<file path="config.mk">
export PLATFORM = sky130hd
export DESIGN_NAME = pipe_stage_chain_flat
export DESIGN_NICKNAME = d
export VERILOG_FILES = /design/src/rtl/pipe_stage_chain_if.sv /design/src/rtl/pipe_stage_chain.sv /design/src/flat_wrapper.sv
export SDC_FILE = /design/constraint.sdc
export NUM_CORES = 1
export LEC_CHECK = 0
export ABC_AREA = 0
export CAP_MARGIN = 5
export CELL_PAD_IN_SITES_DETAIL_PLACEMENT = 0
export CELL_PAD_IN_SITES_GLOBAL_PLACEMENT = 1
export CORE_MARGIN = 3
export CORE_UTILIZATION = 31
export CTS_CLUSTER_SIZE = 40
export DETAILED_ROUTE_END_ITERATION = 10
export MAX_ROUTING_LAYER = met4
export PLACE_DENSITY_LB_ADDON = 0.25
export SYNTH_ARGS = -nofsm -noshare
export SYNTH_HDL_FRONTEND = slang
export SYNTH_SLANG_ARGS = --single-unit
export TNS_END_PERCENT = 10
</file>
<file path="constraint.sdc">
create_clock -name clk -period 3.9 [get_ports clk]
set_input_delay 0.585 -clock clk [delete_from_list [all_inputs] [get_ports clk]]
set_output_delay 0.585 -clock clk [all_outputs]
set_load 0.005 [all_outputs]
</file>
<file path="src/rtl/pipe_stage_chain_if.sv">
// Bus bundle for pipe_stage_chain: upstream word/handshake, stall/flush controls,
// and the downstream word with occupancy.
interface pipe_stage_chain_if #(
  parameter int unsigned WIDTH = 32,
  parameter int unsigned DEPTH = 1
);
  localparam int unsigned OCC_W = $clog2(DEPTH + 1);

  logic             in_valid;
  logic [WIDTH-1:0] in_data;
  logic             in_ready;
  logic             stall;
  logic             flush;
  logic             out_valid;
  logic [WIDTH-1:0] out_data;
  logic [OCC_W-1:0] occupancy;

  // master drives the chain, slave is the chain itself
  modport master (
    output in_valid, in_data, stall, flush,
    input  in_ready, out_valid, out_data, occupancy
  );

  modport slave (
    input  in_valid, in_data, stall, flush,
    output in_ready, out_valid, out_data, occupancy
  );
endinterface

</file>
<file path="src/rtl/pipe_stage_chain.sv">
// DEPTH-stage valid/data register chain updating on the falling clock edge, with
// stall, flush and occupancy. Optional PIPE_BUBBLE_COLLAPSE_EN squeezes bubbles on stall.
module pipe_stage_chain #(
  parameter int unsigned      WIDTH     = 32,
  parameter int unsigned      DEPTH     = 1,
  parameter logic [WIDTH-1:0] RESET_VAL = '0
) (
  input logic               clk,
  input logic               reset,
  pipe_stage_chain_if.slave bus
);
  localparam int unsigned OCC_W = $clog2(DEPTH + 1);

  logic [WIDTH-1:0] data_q [DEPTH];
  logic [DEPTH-1:0] valid_q;

`ifdef PIPE_BUBBLE_COLLAPSE_EN
  logic [DEPTH-1:0] free_c;
  logic [DEPTH-1:0] mv_c;

  // Free/move chain resolved from the frozen output stage back towards the input
  always_comb begin
    free_c = '0;
    mv_c   = '0;
    free_c[DEPTH-1] = !valid_q[DEPTH-1];
    for (int k = int'(DEPTH) - 2; k >= 0; k--) begin
      mv_c[k]   = valid_q[k] & free_c[k+1];
      free_c[k] = !valid_q[k] | mv_c[k];
    end
  end
`endif

  always_ff @(negedge clk) begin
    if (!reset || bus.flush) begin
      valid_q <= '0;
      for (int k = 0; k < int'(DEPTH); k++) data_q[k] <= RESET_VAL;
    end else if (!bus.stall) begin
      data_q[0]  <= bus.in_data;
      valid_q[0] <= bus.in_valid;
      for (int k = 1; k < int'(DEPTH); k++) begin
        data_q[k]  <= data_q[k-1];
        valid_q[k] <= valid_q[k-1];
      end
    end
`ifdef PIPE_BUBBLE_COLLAPSE_EN
    else begin
      if (free_c[0]) begin
        data_q[0]  <= bus.in_data;
        valid_q[0] <= bus.in_valid;
      end
      // A stage that hands its word on and receives nothing becomes a bubble
      for (int k = 1; k < int'(DEPTH); k++) begin
        if (mv_c[k-1]) begin
          data_q[k]  <= data_q[k-1];
          valid_q[k] <= 1'b1;
        end else if (mv_c[k]) begin
          valid_q[k] <= 1'b0;
        end
      end
    end
`endif
  end

  assign bus.out_valid = valid_q[DEPTH-1];
  assign bus.out_data  = data_q[DEPTH-1];
  assign bus.occupancy = OCC_W'($countones(valid_q));
`ifdef PIPE_BUBBLE_COLLAPSE_EN
  assign bus.in_ready  = !bus.stall | free_c[0];
`else
  assign bus.in_ready  = !bus.stall;
`endif
endmodule

</file>
<file path="src/flat_wrapper.sv">
// flat-port wrapper written by rule: the top's interface ports become plain ports
module pipe_stage_chain_flat 
#(
  parameter int unsigned      WIDTH     = 32,
  parameter int unsigned      DEPTH     = 1,
  parameter logic [WIDTH-1:0] RESET_VAL = '0
)
  (clk, reset, bus_in_valid, bus_in_data, bus_stall, bus_flush, bus_in_ready, bus_out_valid, bus_out_data, bus_occupancy);
  pipe_stage_chain_if #(.WIDTH(WIDTH), .DEPTH(DEPTH)) bus_i ();
  input logic clk;
  input logic reset;
  input wire logic [$bits(bus_i.in_valid)-1:0] bus_in_valid;
  input wire logic [$bits(bus_i.in_data)-1:0] bus_in_data;
  input wire logic [$bits(bus_i.stall)-1:0] bus_stall;
  input wire logic [$bits(bus_i.flush)-1:0] bus_flush;
  output wire logic [$bits(bus_i.in_ready)-1:0] bus_in_ready;
  output wire logic [$bits(bus_i.out_valid)-1:0] bus_out_valid;
  output wire logic [$bits(bus_i.out_data)-1:0] bus_out_data;
  output wire logic [$bits(bus_i.occupancy)-1:0] bus_occupancy;
  assign bus_i.in_valid = bus_in_valid;
  assign bus_i.in_data = bus_in_data;
  assign bus_i.stall = bus_stall;
  assign bus_i.flush = bus_flush;
  assign bus_in_ready = bus_i.in_ready;
  assign bus_out_valid = bus_i.out_valid;
  assign bus_out_data = bus_i.out_data;
  assign bus_occupancy = bus_i.occupancy;
  pipe_stage_chain #(.WIDTH(WIDTH), .DEPTH(DEPTH), .RESET_VAL(RESET_VAL)) u_core (.clk(clk), .reset(reset), .bus(bus_i));
endmodule
</file>
==> results.toml <==
[sta]
setup_viol = 0
finalClockSkew_ps = 0
whs_ps = 574
rsz0062_at_grt = "no"
setup_ws_ps = 126
fin_setup_tns_ps = 0
slew_headroom = 0.633
final_hold_viol_count = 0
worstMarginPinSlew_ps = 550
drv_slew = 0

[power_and_ir_drop]
pwr-share-clk = 0.407
ir_drop_v = 0.000175
p_switching_uw = 229
p_int_uw = 651
sequentialPowerShare = 0.476
p_sw_frac = 0.260
power_density_nw_per_um2 = 391
combPwrFrac = 0.118
leakagePower_uw = 0.000998

[routing]
ant_nets = 0
via_count = 947
firstDrtPassIters = 4
wire_per_inst_um = 12.5
routed_wl_um = 2920
vias_per_cell = 4.06
first_iter_violations = 48
drc_errors = 0

[global_route]
grt_pass1_wl_um = 4640
grt_start_max_net_pins = 33
grt_pass1_vias = 1081
overflow = 0
antenna_found_initial = 0
grt_usage = 0.132

[worst_setup_path]
critical-path-top-delay-family = "buffers and inverters"
worstSetupPathType = "register to output pin"
critPathRequiredTime_ps = 3310
slowest_delay_ps = 520
worstPathMaxFanout = 3
critPathLaunchType = "register"
worstSetupEndpointType = "output pin"
slowest_stage = "clkdlybuf4s50_1"
path_cells = "clkdlybuf4s50_1"
critPathArrivalTime_ps = 3190
crit_buf_inv = 1

[outcome]
outcome = "complete, no violations"

[synthesis]
ys_ff_latch = 33
syn-instance-count = 75
synth.distinct_cells = 10
syn_area_um2 = 1270
ys_warn_count = 0
synth_nets = 112
avgSynthCellArea_um2 = 17.0
synth-seq-area-share = 0.770

[die]
die_height_um = 70.1
ios = 72
core_area_um2 = 3800
rows = 22
fp.dieArea_um2 = 4910
start_util = 0.335
die_x_um = 70.1

[cells_and_area]
design_area_um2 = 2250
drive_gt1_frac = 0.0595
syn_to_final_growth_pct = 77.0
final_nets = 222
diodes = 0

[placed_design]
port_buffers = 71
place.gp.congestion = 0.706
pre_cts_slack_ps = -298
place_area_um2 = 2040

[clocking]
cts_tree = "built"
cts_htree_levels = 2
cts.clk_slew.worst_paths_ps = 40
post-cts-setup-buffers = 0
numCtsBuffers = 5
clock-sinks = 33
cts_hold_buf = 0
root_buffer = "clkbuf_8"
worstSkewPairLatency_ps = 350
clockBufferDepth = 2

[flow_run]
maxCapViolCount = 0

[hold_path]
hold_class = "register to register"
[layout by cell type, fill, tap and decap left out, drive strengths merged]
| master | instances |
|---|---|
| and2 | 32 |
| buf | 3 |
| clkbuf | 5 |
| clkdlybuf4s50 | 71 |
| clkinvlp | 1 |
| dfxtp | 1 |
| edfxtp | 32 |
| inv | 35 |
| mux2i | 1 |
| nand3b | 1 |
| nor3b | 3 |
[power by group through the flow]
stage	logic (µW)	clock network, µW	registers [µW]
after global placement	101	52.3	422
final	104	358	419
after floorplan	16.0	52.3	426
after CTS	103	377	419
after detailed placement	102	52.3	423
after global routing	111	432	420
[final timing paths]
kind	start	endpoint	slack [ps]	cells after the start
worst max-delay path	u_core.bus.occupancy	bus_out_valid	130	1
worst min-delay path	u_core.bus.occupancy	u_core.bus.occupancy	570	2
worst max register to register	u_core.bus.occupancy	u_core.bus.occupancy	3190	2
worst min register to register	u_core.bus.occupancy	u_core.bus.occupancy	570	2
[repair_timing]
action / CTS / global route
hold endpoints to repair: 0 / 0
gates resized for setup: 0 / 1
endpoints found under the setup margin: 0 / 26
[synth_stat cells]
| cell | instances | area share |
|---|---|---|
| mux2i_1 | 1 | 0.0079 |
| and2_1 | 32 | 0.16 |
| inv_1 | 2 | 0.0059 |
| nand3b_1 | 1 | 0.0059 |
| buf_4 | 1 | 0.0059 |
| nor3b_4 | 1 | 0.015 |
| nor3b_1 | 1 | 0.0059 |
| edfxtp_1 | 32 | 0.75 |
| dfxtp_1 | 1 | 0.016 |
| buf_6 | 3 | 0.027 |
[layer usage]
metal	global-route usage	vias to the layer above	wire, µm
met2	0.203	52	1480
met1	0.112	408	1130
met3	0.0906	8	253
met4	0.0957	0	49
li1	-	479	-
met5	-	-	0
[sequential cells by signal, indices dropped and copies added (netlist names)]
register	flops
u_core.bus.occupancy	1
u_core.data_q	32
[kinds of logic (layout without fill, tap and decap cells)]
logic type | Yosys count | count (layout) | synth area share
AND/OR/NAND/NOR | 35 | 36 | 0.184
buffers and inverters | 6 | 115 | 0.0383
multiplexers | 1 | 1 | 0.00786
flip-flops | 33 | 33 | 0.770
[layout make-up]
type	instances	area, µm²
Tap cell	48	60.1
Fill cell	315	1540
Timing Repair Buffer	74	746
Inverter	1	3.75
Clock buffer	5	68.8
Multi-Input combinational cell	37	263
Sequential cell	33	981
Clock inverter	35	133
[per-stage QoR]
stage,power (µW),utilization,instances
floorplan,495,-,75
global placement,576,0.537,193
detailed placement,578,0.537,193
CTS,899,0.589,232
global route,963,0.594,233
finish,881,0.594,233
(Power assumes the default switching activity.)
